**config.mk**
```make
export PLATFORM = sky130hd
export DESIGN_NAME = cd_rx_dma_ctrl
export DESIGN_NICKNAME = d
export VERILOG_FILES = /design/src/rtl/cd_rx_dma_pkg.sv /design/src/rtl/cd_rx_dma_fifo.sv /design/src/rtl/cd_rx_dma_ctrl.sv
export SDC_FILE = /design/constraint.sdc
export NUM_CORES = 1
export LEC_CHECK = 0
export ABC_CLOCK_PERIOD_IN_PS = 5700
export BUFFER_PORTS_ARGS = -buffer_cell sky130_fd_sc_hd__buf_2
export CAP_MARGIN = 20
export CORE_MARGIN = 2
export CORE_UTILIZATION = 61
export CTS_BUF_LIST = sky130_fd_sc_hd__clkbuf_8
export CTS_CLUSTER_DIAMETER = 80
export CTS_CLUSTER_SIZE = 28
export DETAILED_ROUTE_END_ITERATION = 7
export GPL_TIMING_DRIVEN = 0
export PLACE_DENSITY = 0.95
export SETUP_SLACK_MARGIN = 0.15
export SYNTH_ARGS = -nofsm -noshare
export SYNTH_HDL_FRONTEND = slang
export SYNTH_SLANG_ARGS = --single-unit
```
**constraint.sdc**
```tcl
create_clock -name clk -period 5.7 [get_ports clk]
set_input_delay 1.14 -clock clk [delete_from_list [all_inputs] [get_ports clk]]
set_output_delay 1.14 -clock clk [all_outputs]
set_load 0.005 [all_outputs]
```
**src/rtl/cd_rx_dma_pkg.sv**
```systemverilog
// Shared types and sizing for the rx frame-RAM read sequencer.
package cd_rx_dma_pkg;
    typedef enum logic [2:0] {IDLE, CHK, READ, DRAIN, DONE, GAP} state_t;

    localparam int FIFO_DEPTH = 2;
    localparam int FIFO_CNT_W = $clog2(FIFO_DEPTH + 1);
endpackage

```
**src/rtl/cd_rx_dma_fifo.sv**
```systemverilog
// Small output FIFO (byte + last flag); head visible the cycle after push.
// No internal guarding: caller never pushes when full or pops when empty.
module cd_rx_dma_fifo
    import cd_rx_dma_pkg::*;
#(
    parameter int W = 9
) (
    input  logic                  clk,
    input  logic                  reset,
    input  logic                  push,
    input  logic [W-1:0]          push_dat,
    input  logic                  pop,
    output logic [W-1:0]          head_dat,
    output logic [FIFO_CNT_W-1:0] cnt
);
    localparam int PW = (FIFO_DEPTH > 1) ? $clog2(FIFO_DEPTH) : 1;

    logic [W-1:0]          mem_q [FIFO_DEPTH];
    logic [W-1:0]          mem_d [FIFO_DEPTH];
    logic [PW-1:0]         wr_q, wr_d, rd_q, rd_d;
    logic [FIFO_CNT_W-1:0] cnt_q, cnt_d;

    always_comb begin
        mem_d = mem_q;
        wr_d  = wr_q;
        rd_d  = rd_q;
        if (push) begin
            mem_d[wr_q] = push_dat;
            wr_d        = wr_q + PW'(1);
        end
        if (pop) begin
            rd_d = rd_q + PW'(1);
        end
        cnt_d = cnt_q + FIFO_CNT_W'(push) - FIFO_CNT_W'(pop);
    end

    always_ff @(posedge clk or posedge reset) begin
        if (reset) begin
            mem_q <= '{default: '0};
            wr_q  <= '0;
            rd_q  <= '0;
            cnt_q <= '0;
        end else begin
            mem_q <= mem_d;
            wr_q  <= wr_d;
            rd_q  <= rd_d;
            cnt_q <= cnt_d;
        end
    end

    assign head_dat = mem_q[rd_q];
    assign cnt      = cnt_q;
endmodule

```
**src/rtl/cd_rx_dma_ctrl.sv**
```systemverilog
// Rx frame-RAM read sequencer: drains frames onto a byte stream (1 byte/cycle, 2-deep output FIFO)
// and shares the RAM read port with CSR reads; m_ready low stalls the engine indefinitely.
module cd_rx_dma_ctrl
    import cd_rx_dma_pkg::*;
#(
    parameter int CNT_WIDTH = 8,
    parameter int GAP_CYC   = 3
) (
    input  logic                 clk,
    input  logic                 reset,
    input  logic                 dma_en,
    input  logic                 unread,
    input  logic                 rd_err,
    input  logic [7:0]           rd_frm_len,
    input  logic [7:0]           rd_byte,
    output logic [7:0]           rd_addr,
    output logic                 rd_en,
    output logic                 rd_done,
    input  logic                 csr_rd_en,
    input  logic [7:0]           csr_rd_addr,
    input  logic                 csr_rd_done,
    output logic                 csr_rd_gnt,
    output logic [7:0]           m_data,
    output logic                 m_valid,
    output logic                 m_last,
    input  logic                 m_ready,
    output logic [CNT_WIDTH-1:0] drop_cnt,
    output logic                 busy
);
    localparam int OCC_W = FIFO_CNT_W + 1;

    state_t                state_q, state_d;
    logic [8:0]            addr_q, addr_d;
    logic [7:0]            len_q, len_d;
    logic [CNT_WIDTH-1:0]  drop_q, drop_d;
    logic [7:0]            gap_q, gap_d;
    logic                  infl_q, infl_d;
    logic                  last_q, last_d;
    logic [FIFO_CNT_W-1:0] fifo_cnt;
    logic [8:0]            head;
    logic [OCC_W-1:0]      occ;
    logic                  pop, issue_ok, eng_rd_en, eng_own, at_last;

    assign m_valid = (fifo_cnt != '0);
    assign pop     = m_valid & m_ready;

    // Occupancy the FIFO will have once the in-flight read lands; one more read may issue below depth.
    assign occ       = {1'b0, fifo_cnt} + {{FIFO_CNT_W{1'b0}}, infl_q} - {{FIFO_CNT_W{1'b0}}, pop};
    assign issue_ok  = occ < OCC_W'(FIFO_DEPTH);
    assign at_last   = (addr_q == {1'b0, len_q});
    assign eng_rd_en = (state_q == READ) && issue_ok;
    assign eng_own   = dma_en || (state_q != IDLE);

    assign rd_en      = ~reset & (eng_rd_en | csr_rd_en);
    assign rd_addr    = reset ? '0 : (eng_rd_en ? addr_q[7:0] : csr_rd_addr);
    assign csr_rd_gnt = ~reset & csr_rd_en & ~eng_rd_en;
    assign rd_done    = ~reset & ((state_q == DONE) | (~eng_own & csr_rd_done));
    assign busy       = (state_q != IDLE);
    assign drop_cnt   = drop_q;
    assign {m_last, m_data} = head;

    cd_rx_dma_fifo #(.W(9)) u_fifo (
        .clk      (clk),
        .reset    (reset),
        .push     (infl_q),
        .push_dat ({last_q, rd_byte}),
        .pop      (pop),
        .head_dat (head),
        .cnt      (fifo_cnt)
    );

    always_comb begin
        state_d = state_q;
        addr_d  = addr_q;
        len_d   = len_q;
        drop_d  = drop_q;
        gap_d   = gap_q;
        infl_d  = eng_rd_en;
        last_d  = eng_rd_en && at_last;
        case (state_q)
            IDLE: if (dma_en && unread) state_d = CHK;
            CHK: begin
                if (rd_err) begin
                    state_d = DONE;
                    if (drop_q != '1) drop_d = drop_q + CNT_WIDTH'(1);
                end else begin
                    len_d   = rd_frm_len;
                    addr_d  = '0;
                    state_d = READ;
                end
            end
            READ: begin
                if (eng_rd_en) begin
                    addr_d = addr_q + 9'd1;
                    if (at_last) state_d = DRAIN;
                end
            end
            DRAIN: if (fifo_cnt == '0 && !infl_q) state_d = DONE;
            DONE: begin
                gap_d   = '0;
                state_d = GAP;
            end
            GAP: begin
                if (gap_q == 8'(GAP_CYC - 1)) state_d = IDLE;
                else                          gap_d   = gap_q + 8'd1;
            end
            default: state_d = IDLE;
        endcase
    end

    always_ff @(posedge clk or posedge reset) begin
        if (reset) begin
            state_q <= IDLE;
            addr_q  <= '0;
            len_q   <= '0;
            drop_q  <= '0;
            gap_q   <= '0;
            infl_q  <= 1'b0;
            last_q  <= 1'b0;
        end else begin
            state_q <= state_d;
            addr_q  <= addr_d;
            len_q   <= len_d;
            drop_q  <= drop_d;
            gap_q   <= gap_d;
            infl_q  <= infl_d;
            last_q  <= last_d;
        end
    end
endmodule

```
==> out/qor.txt, run 1 <==
=================================================================================
Run status                                                           complete, no violations
# rows                                                                         25
Count of flip-flops with a built-in enable after synthesis                      0
ANT cells                                                                       0
Global-route usage over all layers                                          26.2%
Dominant combinational cell family by area after synthesis           simple AND/OR/NAND/NOR gates
Total global routing overflow                                                   0
Area growth from synthesis to layout                                        19.3%
Antenna violations before repair                                                0
Share of cells above drive strength 1                                       37.1%
Post-layout instance area                                               3710 um^2
Number of setup buffers added after CTS                                         0
Placer congestion estimate                                                  0.869
Synth Area per Inst                                                     11.0 um^2
Post-place instance area                                                3520 um^2
Multiplexer share of the synthesized area                                   13.6%
Maxcap violations                                                               0
Accumulated negative setup slack                                             0 ps
Startpoint of the worst setup timing path                                 m_ready
Detailed-route DRC error count                                                  0
Initial core utilization                                                    64.6%
Worst Tran Pin Value                                                       591 ps
Max Slew Vio Count                                                              0
Final setup vio count                                                           0
Clock tree buffer depth                                                         2
Type of the worst setup path                                         input port to output pin
Fraction of synthesis flops using an asynchronous set or reset pin           100%
H-Tree Level Count                                                              3
CTS buffer count                                                                9
Largest driver fanout on the critical path                                     10
DRT iter0 DRCs                                                                126
Post-synthesis instance total                                                 283
Max-Slew Margin vs Limit                                                    60.6%
Global-route wire length before repair                                   10900 um
Number of top-level pins                                                       62
Endpoint kind of the worst setup timing path                           output pin
Largest voltage drop on the vdd net                                        304 uV
Sequential cell area                                                    1500 um^2
Critical Path Most Common Cell                                       sky130_fd_sc_hd__inv_1
Maximum number of pins on one net before global-route repair                   39
Clock Tree Root                                                      sky130_fd_sc_hd__clkbuf_8
Power density relative to cell area                                   452 nW/um^2
Maximum cell stage delay along the critical path                           610 ps
Number of input and output port buffers inserted                               61
Adder-cell share of the synthesized area                                    3.05%
Die outline area                                                        5690 um^2
Vias                                                                         2429
Placeable core region                                                   4820 um^2
Initial DRT Pass Iterations                                                     5
Floorplan die width                                                       75.4 um
Fill cell instance count of the final layout                                  335
Area taken by multi-input logic gates                                   1500 um^2
Number of hold buffers added after cts                                          0
Sum of routed wire length over all layers                                 6920 um
Data arrival at the endpoint of the critical path                         3640 ps
Final critical-path required period                                       4780 ps
Routed wire per std cell                                                  16.2 um
Min-delay worst type                                                 flip-flop to flip-flop
Routed Antenna Nets                                                             0
Hold violation count in the final report                                        0
Maximum clock frequency                                                   209 MHz
Post-synth cell types                                                          46
Cells traversed along the worst timing path                          buf_2, and2_1, ha_1, inv_1, ha_1, inv_1, fa_1, and4bb_2, nand2_1, inv_1, buf_4, nand2_1, a21oi_1, buf_2
Start point of the worst min-delay path                               drop_cnt[6]
CTS tree                                                                     done
#FFs+latches synth                                                             60
Resized Gates After CTS                                                         0
Vias in the first global route                                               2404
Nets in the synthesized netlist                                               322
Vias per cell                                                                5.68
Unrepaired setup endpoints after global routing                                no
Main synth FF type                                                   sky130_fd_sc_hd__dfrtp_1
Worst path required time                                                  4560 ps
Area fraction in compound gates after synthesis                             6.55%
Critical register-to-register path startpoint                        u_fifo.cnt[1]
Clk_skew                                                                  5.24 ps
XOR/XNOR share of the synthesized area                                      7.60%
LEAKAGE                                                                   1.80 nW
Post-synth design cell area                                             3110 um^2
Synthesis warning total                                                         0
Sequential area share after synthesis                                       48.2%
Clock network latency to the later pin of the worst-skew pair              340 ps
Number of nets at the end of the flow                                         395
Cell with the biggest individual delay on the critical path          sky130_fd_sc_hd__fa_1
Register clock-pin slew on the reported worst setup and hold paths          60 ps
Share of the clock period used by the worst path after layout               83.8%
Detailed-placement wirelength estimate                                    4690 um
Num Clock Sinks                                                                60
Critical Path Source Type                                              input port
Simple-gate area share of the yosys netlist                                 17.3%
Chip height                                                               75.4 um
=================================================================================
## registers in the layout (all words and copies together), names as in the netlist
name	count
u_fifo.mem_q	18
addr_q	9
drop_cnt	8
gap_q	8
len_q	8
state_q	3
u_fifo.cnt	2
infl_q	1
last_q	1
u_fifo.rd_q	1
u_fifo.wr_q	1
## cells in the mapped netlist (2+ instances only)
cell type                  instances  area share (%)
sky130_fd_sc_hd__nor2_1           19             2.3
sky130_fd_sc_hd__a31o_2            2            0.56
sky130_fd_sc_hd__clkbuf_1          4            0.48
sky130_fd_sc_hd__nand3_1          10             1.6
sky130_fd_sc_hd__mux2_2           35              13
sky130_fd_sc_hd__nor3_1            7             1.1
sky130_fd_sc_hd__inv_1            13             1.6
sky130_fd_sc_hd__ha_1              6             2.4
sky130_fd_sc_hd__xor2_1           18             5.1
sky130_fd_sc_hd__or3_1             2            0.40
sky130_fd_sc_hd__xnor2_1           9             2.5
sky130_fd_sc_hd__dfrtp_1          60              48
sky130_fd_sc_hd__buf_2             4            0.64
sky130_fd_sc_hd__nand4_1           4            0.80
sky130_fd_sc_hd__o22ai_1           2            0.40
sky130_fd_sc_hd__o21ai_0           6            0.96
sky130_fd_sc_hd__mux2_4            2            0.96
sky130_fd_sc_hd__nand2_1          31             3.7
sky130_fd_sc_hd__and2_1            4            0.80
sky130_fd_sc_hd__nor4_1            5             1.0
sky130_fd_sc_hd__buf_6             2            0.72
sky130_fd_sc_hd__a21oi_1          14             2.3
## cell families after synthesis
group	after synthesis
buf+inv	24
xor+xnor	27
compound gates	32
fa+ha+maj	7
flops	60
simple gates	96
mux	37
## final timing paths
kind / end / slack, ps / cells after the start
min reg2reg: drop_cnt[6] / 500 / 1
max reg2reg: addr_q[0] / 2560 / 12
max: rd_addr[5] / 920 / 14
min in group asynchronous: u_fifo.mem_q[15] / 830 / 2
min: drop_cnt[6] / 500 / 1
max in group asynchronous: gap_q[2] / 4290 / 3
## cell usage in the layout, fill, tap and decap left out, types with 6 or more instances in the layout
cell | netlist | final
sky130_fd_sc_hd__nand3_1 | 10 | 10
sky130_fd_sc_hd__a21oi_1 | 14 | 14
sky130_fd_sc_hd__xor2_1 | 18 | 18
sky130_fd_sc_hd__nor2_1 | 19 | 19
sky130_fd_sc_hd__clkbuf_8 | 0 | 9
sky130_fd_sc_hd__xnor2_1 | 9 | 9
sky130_fd_sc_hd__mux2_2 | 35 | 35
sky130_fd_sc_hd__nor3_1 | 7 | 7
sky130_fd_sc_hd__buf_2 | 4 | 65
sky130_fd_sc_hd__nand2_1 | 31 | 31
sky130_fd_sc_hd__o21ai_0 | 6 | 6
sky130_fd_sc_hd__inv_1 | 13 | 12
sky130_fd_sc_hd__ha_1 | 6 | 6
sky130_fd_sc_hd__dfrtp_1 | 60 | 60
## metal layers
metal | GRT usage, % | part of all wire (%)
met1 | 31.1 | 40
met5 | 0 | 0
met2 | 45.3 | 52
met4 | 12.7 | 2.5
met3 | 5.82 | 5.0
## critical path, delay by kind of cell
kind                       cells  cell delay [ps]
and+or+nand+nor                4              640
buffers and inverters          6              670
AOI/OAI and AO/OA              1              170
adders and majority gates      3             1010
## stage by stage
step | utilization, % | std cells | power, mW | hold WS, ps | setup WS [ps]
after floorplan | - | 283 | 1.10 | 463 | 1460
after global placement | 72.7 | 411 | 1.25 | 477 | 1090
after detailed placement | 73.1 | 412 | 1.30 | 477 | 1010
after CTS | 77.1 | 428 | 1.69 | 497 | 956
after global routing | 77.1 | 428 | 1.78 | 523 | 822
final | 77.1 | 428 | 1.68 | 496 | 924
## report_power, final
group	internal (mW)	leakage (nW)	switching, mW
Clock	0.199	0.0910	0.174
Combinational	0.321	0.938	0.322
Sequential	0.558	0.773	0.106
Total	1.08	1.80	0.602
## layout make-up
class,count,area share [%]
multi-input cells,199,40.3
clock buffers,9,3.34
flip-flops and latches,60,40.4
repair buffers,62,8.76
inverters,13,1.31
clock inverters,7,1.82
well taps,67,2.26
plain buffers,11,1.75
(Power assumes the default switching activity.)
==> inputs of run 2 (changes only) <==
- ABC_CLOCK_PERIOD_IN_PS: 5700 -> 4000
- CORE_UTILIZATION: 61 -> 51
- PLACE_DENSITY: 0.95 -> 0.86
- clock period: 5.7 -> 4 ns (I/O delays scaled with it)
==> run 2 against run 1 <==
Compared with the run above:
- critical endpoint is now rd_addr[7]
- cell count up 3.7%
- die area rose by 19%
- critical path depth unchanged
- largest power group is now combinational logic
- sequential cell count unchanged
==> out/qor.txt, run 2 (same netlist as run 1, synthesis figures left out) <==
=================================================================================
Global-route usage over all layers                                          20.5%   was 26.2%
Detailed-route DRC error count                                                  0   unchanged
Total global routing overflow                                                   0   unchanged
Largest voltage drop on the vdd net                                        478 uV   was 304 uV
Clock tree buffer depth                                                         2   unchanged
Die outline area                                                        6740 um^2   was 5690 um^2
Register with the highest flop count                                 u_fifo.mem_q   unchanged
Vias                                                                         2357   was 2429
Floorplan die width                                                       82.1 um   was 75.4 um
Clock Tree Root                                                      sky130_fd_sc_hd__clkbuf_8   unchanged
Initial core utilization                                                    52.6%   was 64.6%
Most common library cell in the layout ignoring fill and taps        sky130_fd_sc_hd__buf_2   unchanged
DRT iter0 DRCs                                                                 98   was 126
Vias per cell                                                                5.31   was 5.68
Worst Tran Pin Value                                                       619 ps   was 591 ps
Total power                                                               2.60 mW   was 1.68 mW
Clock network latency to the later pin of the worst-skew pair              340 ps   about the same
Critical register-to-register path startpoint                        u_fifo.cnt[1]   unchanged
Type of the worst setup path                                         flip-flop to output pin   was input port to output pin
Final critical-path required period                                       3810 ps
Fill cell instance count of the final layout                                  442   was 335
Number of input and output port buffers inserted                               61   unchanged
Final worst hold slack                                                     476 ps   was 496 ps
Antenna violations before repair                                                0   unchanged
Routed wire per std cell                                                  14.6 um   was 16.2 um
Startpoint of the worst setup timing path                            u_fifo.cnt[1]   was m_ready
Data arrival at the endpoint of the critical path                         3010 ps   was 3640 ps
Hold violation count in the final report                                        0   unchanged
Biggest regs                                                         u_fifo.mem_q: 18 flops, addr_q: 9 flops   unchanged
Endpoint kind of the worst setup timing path                           output pin   unchanged
Run status                                                           complete, no violations   unchanged
CTS buffer count                                                                9   unchanged
Sum of routed wire length over all layers                                 6490 um   was 6920 um
Maximum number of pins on one net before global-route repair                   41   was 39
Critical Path Source Type                                               flip-flop   was input port
Fin cells                                                                     444   was 428
# rows                                                                         28   was 25
Final setup vio count                                                           0   unchanged
Maximum clock frequency                                                   263 MHz
Register clock-pin slew on the reported worst setup and hold paths          70 ps   was 60 ps
Global-route wire length before repair                                   10400 um   was 10900 um
Initial DRT Pass Iterations                                                     4   was 5
Min-delay worst type                                                 input port to async pin   was flip-flop to flip-flop
Max reg flops                                                                  18   unchanged
Register-to-register setup slack                                          1170 ps   was 2560 ps
ANT cells                                                                       0   unchanged
Detailed-placement wirelength estimate                                    4540 um   was 4690 um
Num Clock Sinks                                                                60   unchanged
H-Tree Level Count                                                              3   unchanged
Max Slew Vio Count                                                              0   unchanged
Unrepaired setup endpoints after global routing                               yes   was no
Number of nets at the end of the flow                                         403   was 395
Area growth from synthesis to layout                                        25.5%   was 19.3%
Chip height                                                               82.1 um   was 75.4 um
Share of the clock period used by the worst path after layout               95.2%
Vias in the first global route                                               2242   was 2404
Maxcap violations                                                               0   unchanged
Most frequent cells in the layout                                    sky130_fd_sc_hd__buf_2 (65), sky130_fd_sc_hd__dfrtp_1 (59), sky130_fd_sc_hd__mux2_2 (35)   was sky130_fd_sc_hd__buf_2 (65), sky130_fd_sc_hd__dfrtp_1 (60), sky130_fd_sc_hd__mux2_2 (35)
Accumulated negative setup slack                                             0 ps   unchanged
CTS tree                                                                     done   unchanged
Routed Antenna Nets                                                             0   unchanged
Placeable core region                                                   5920 um^2   was 4820 um^2
Placer congestion estimate                                                  0.861   was 0.869
LEAKAGE                                                                   1.89 nW   was 1.80 nW
Max-Slew Margin vs Limit                                                    58.7%   was 60.6%
Placed Cells                                                                  420   was 412
Clk_skew                                                                  5.14 ps   was 5.24 ps
Share of cells above drive strength 1                                       42.3%   was 37.1%
Largest driver fanout on the critical path                                      5   was 10
Worst path required time                                                  3200 ps   was 4560 ps
Power density relative to cell area                                   665 nW/um^2   was 452 nW/um^2
Fraction of the core area covered by cells at the end of the flow           66.0%   was 77.1%
Number of top-level pins                                                       62   unchanged
=================================================================================
==> run 2: layout make-up <==
class / count / area (um^2) / area share, %
plain buffers: 11 / 68.8 / 1.76
clock buffers: 10 / 138 / 3.52
clock inverters: 6 / 111 / 2.85
inverters: 13 / 48.8 / 1.25
multi-input cells: 199 / 1550 / 39.8
flip-flops and latches: 60 / 1500 / 38.5
well taps: 75 / 93.8 / 2.40
repair buffers: 70 / 389 / 9.96
==> run 2: stage by stage <==
step	cell area [um^2]	setup WS (ps)
2_1_floorplan	3110	443
3_3_place_gp	3510	70.7
3_5_place_dp	3530	10.0
4_1_cts	3860	177
5_1_grt	3910	98.6
6_report	3910	194
==> run 2: power breakdown <==
part           internal (mW)  total, mW  switching, mW
combinational          0.519      0.993          0.474
sequential             0.795      0.933          0.138
clock                  0.430      0.672          0.242
total                   1.74       2.60          0.854
==> run 2: what timing repair did <==
item	CTS	global route
setup endpoints to repair	10	10
hold buffers	0	0
gates resized for setup	11	9
pin swaps	5	4
gates cloned	1	0
setup buffers	5	2
==> run 2: worst paths after layout <==
kind                                   end  cells past startpoint
setup / recovery                rd_addr[7]                     14
hold / removal             u_fifo.mem_q[9]                      2
setup reg to reg                 addr_q[8]                     12
hold reg to reg                u_fifo.wr_q                      1
max in group asynchronous    u_fifo.cnt[1]                      3
min in group clk               u_fifo.wr_q                      1
==> run 2: worst max-delay path, cell delays in order (launching register included) <==
cell and delay (ps):
sky130_fd_sc_hd__dfrtp_2 400, sky130_fd_sc_hd__or2_4 250, sky130_fd_sc_hd__and2_4 150, sky130_fd_sc_hd__ha_4 210, sky130_fd_sc_hd__inv_2 60, sky130_fd_sc_hd__ha_4 120, sky130_fd_sc_hd__inv_2 30, sky130_fd_sc_hd__fa_2 530
sky130_fd_sc_hd__and4bb_2 270, sky130_fd_sc_hd__nand2_2 70, sky130_fd_sc_hd__inv_2 100, sky130_fd_sc_hd__buf_6 120, sky130_fd_sc_hd__nand2_1 50, sky130_fd_sc_hd__a21oi_1 150, sky130_fd_sc_hd__buf_2 130
==> run 2: per-layer routing <==
metal  vias up  routed length, um  track usage (%)
met5         -                  0                0
met4         0                 93             7.50
met3        10                333             5.00
met2        60               3190             33.8
met1      1142               2870             26.4
li1       1145                  -                -
==> inputs of run 3 (changes only) <==
- CELL_PAD_IN_SITES_DETAIL_PLACEMENT: not set -> 1
- CELL_PAD_IN_SITES_GLOBAL_PLACEMENT: not set -> 2
- CORE_UTILIZATION: 51 -> 33
==> run 3 against run 2 <==
Compared with the run above:
- clock-buffer cell count increased by 1
- critical path depth unchanged
- maximum frequency increased by 0.46%
- cell count increased by 8.8%
- die area increased by 52%
- worst hold slack improved by 19 ps
- sequential power about the same
- largest cell class unchanged
==> out/qor.txt, run 3 (same netlist as run 1, synthesis figures left out) <==
=================================================================================
Run status                                                           complete, no violations   unchanged
Final setup vio count                                                           0   unchanged
Met3 routing resource usage after global routing                            2.91%   was 5.00%
Detailed-placement wirelength estimate                                    5240 um   was 4540 um
Num Clock Sinks                                                                60   unchanged
Worst path required time                                                  3200 ps   about the same
Setup WS post-layout                                                       211 ps   was 194 ps
Initial core utilization                                                    33.9%   was 52.6%
Clock Tree Root                                                      sky130_fd_sc_hd__clkbuf_8   unchanged
Global routing usage on met2                                                25.3%   was 33.8%
Maxcap violations                                                               0   unchanged
Type of the worst setup path                                         flip-flop to output pin   unchanged
Antenna violations before repair                                                0   unchanged
Most common library cell in the layout ignoring fill and taps        sky130_fd_sc_hd__buf_2   unchanged
Global-route usage over all layers                                          14.8%   was 20.5%
Vias in the first global route                                               2525   was 2242
Chip height                                                                101 um   was 82.1 um
Power density relative to cell area                                   642 nW/um^2   was 665 nW/um^2
Hold violation count in the final report                                        0   unchanged
Placeable core region                                                   9200 um^2   was 5920 um^2
Data arrival at the endpoint of the critical path                         2990 ps   was 3010 ps
Largest driver fanout on the critical path                                      5   unchanged
Maximum number of pins on one net before global-route repair                   41   unchanged
Maximum clock frequency                                                   264 MHz   was 263 MHz
Endpoint kind of the worst setup timing path                           output pin   unchanged
Dpl ws                                                                   -14.9 ps   was 10.0 ps
CTS buffer count                                                                9   unchanged
# rows                                                                         35   was 28
Fin cells                                                                     483   was 444
Share of cells above drive strength 1                                       43.5%   was 42.3%
Detailed-route DRC error count                                                  0   unchanged
Worst Tran Pin Value                                                       617 ps   was 619 ps
CTS tree                                                                     done   unchanged
Fraction of the core area covered by cells at the end of the flow           43.3%   was 66.0%
Clk_skew                                                                  8.82 ps   was 5.14 ps
ANT cells                                                                       0   unchanged
Clock network latency to the later pin of the worst-skew pair              340 ps   about the same
Unrepaired setup endpoints after global routing                               yes   unchanged
Most frequent cells in the layout                                    sky130_fd_sc_hd__buf_2 (64), sky130_fd_sc_hd__dfrtp_1 (59), sky130_fd_sc_hd__mux2_2 (35)   was sky130_fd_sc_hd__buf_2 (65), sky130_fd_sc_hd__dfrtp_1 (59), sky130_fd_sc_hd__mux2_2 (35)
Max-Slew Margin vs Limit                                                    58.8%   was 58.7%
Sum of routed wire length over all layers                                 7210 um   was 6490 um
Routed wire per std cell                                                  14.9 um   was 14.6 um
GR met1 Demand/Resource                                                     18.0%   was 26.4%
Initial DRT Pass Iterations                                                     4   unchanged
LEAKAGE                                                                   1.92 nW   was 1.89 nW
Largest voltage drop on the vdd net                                        219 uV   was 478 uV
Clock tree buffer depth                                                         2   unchanged
DRT iter0 DRCs                                                                 52   was 98
Share of the clock period used by the worst path after layout               94.7%   was 95.2%
Vias per cell                                                                4.98   was 5.31
Critical Path Source Type                                               flip-flop   unchanged
Register with the highest flop count                                 u_fifo.mem_q   unchanged
Biggest regs                                                         u_fifo.mem_q: 18 flops, addr_q: 9 flops   unchanged
Max Slew Vio Count                                                              0   unchanged
H-Tree Level Count                                                              3   unchanged
Number of hold buffers added after cts                                          0   unchanged
Vias                                                                         2404   was 2357
Final critical-path required period                                       3790 ps   was 3810 ps
Total global routing overflow                                                   0   unchanged
Busiest grt layer                                                            met2   unchanged
Floorplan die width                                                        101 um   was 82.1 um
Number of top-level pins                                                       62   unchanged
Placer congestion estimate                                                  0.764   was 0.861
Area growth from synthesis to layout                                        27.8%   was 25.5%
Placed Cells                                                                  456   was 420
Max reg flops                                                                  18   unchanged
Die outline area                                                       10200 um^2   was 6740 um^2
Number of nets at the end of the flow                                         406   was 403
Min-delay worst type                                                 input port to async pin   unchanged
Register clock-pin slew on the reported worst setup and hold paths          70 ps   about the same
Routed Antenna Nets                                                             0   unchanged
Number of input and output port buffers inserted                               61   unchanged
Global-route wire length before repair                                   11700 um   was 10400 um
=================================================================================
run 3: critical path: stages (launching register included):
cell and delay, ps:
sky130_fd_sc_hd__dfrtp_2 400, sky130_fd_sc_hd__or2_4 250, sky130_fd_sc_hd__and2_4 150, sky130_fd_sc_hd__ha_4 200
sky130_fd_sc_hd__inv_2 60, sky130_fd_sc_hd__ha_4 120, sky130_fd_sc_hd__inv_2 30, sky130_fd_sc_hd__fa_2 530
sky130_fd_sc_hd__and4bb_2 250, sky130_fd_sc_hd__nand2_2 70, sky130_fd_sc_hd__inv_2 110, sky130_fd_sc_hd__buf_6 130
sky130_fd_sc_hd__nand2_1 80, sky130_fd_sc_hd__a21oi_2 130, sky130_fd_sc_hd__buf_2 140
run 3: area by class of cell:
type | instances | area (um^2)
clock buffers | 11 | 151
repair buffers | 73 | 412
inverters | 13 | 48.8
multi-input cells | 199 | 1570
fillers | 1045 | 5220
flip-flops and latches | 60 | 1500
clock inverters | 5 | 83.8
plain buffers | 11 | 71.3
well taps | 111 | 139
run 3: final timing paths:
kind                                    start       endpoint  slack (ps)  depth (start not counted)
worst min register to register    u_fifo.wr_q    u_fifo.wr_q         490                          1
max in group asynchronous               reset  u_fifo.cnt[1]        2910                          3
worst max register to register  u_fifo.cnt[1]      addr_q[0]        1170                         14
min in group clk                  u_fifo.wr_q    u_fifo.wr_q         500                          1
worst max-delay path            u_fifo.cnt[1]     rd_addr[3]         210                         14
worst min-delay path                    reset      addr_q[0]         490                          2
run 3: what timing repair did:
action / CTS / global route
setup buffers: 7 / 3
cloned: 1 / 0
endpoints found under the setup margin: 10 / 10
resized for setup: 15 / 11
pin swaps: 6 / 5
run 3: report_power, final:
part,switching [mW],internal [mW]
combinational,0.472,0.515
sequential,0.135,0.795
clock,0.252,0.386
run 3: layer usage:
layer,vias to the layer above,part of all wire [%]
met3,12,3.5
met5,-,0
li1,1144,-
met4,0,1.8
met1,1200,44
met2,48,51
run 3: metrics by stage:
| stage | TNS, ps | instance area [um^2] | hold slack, ps | power, mW |
|---|---|---|---|---|
| 2_1_floorplan | 0 | 3110 | 463 | 1.57 |
| 3_3_place_gp | -5.73 | 3560 | 476 | 1.81 |
| 3_5_place_dp | -25.0 | 3580 | 485 | 1.86 |
| 4_1_cts | 0 | 3910 | 496 | 2.58 |
| 5_1_grt | 0 | 3980 | 508 | 2.74 |
| 6_report | 0 | 3980 | 495 | 2.55 |
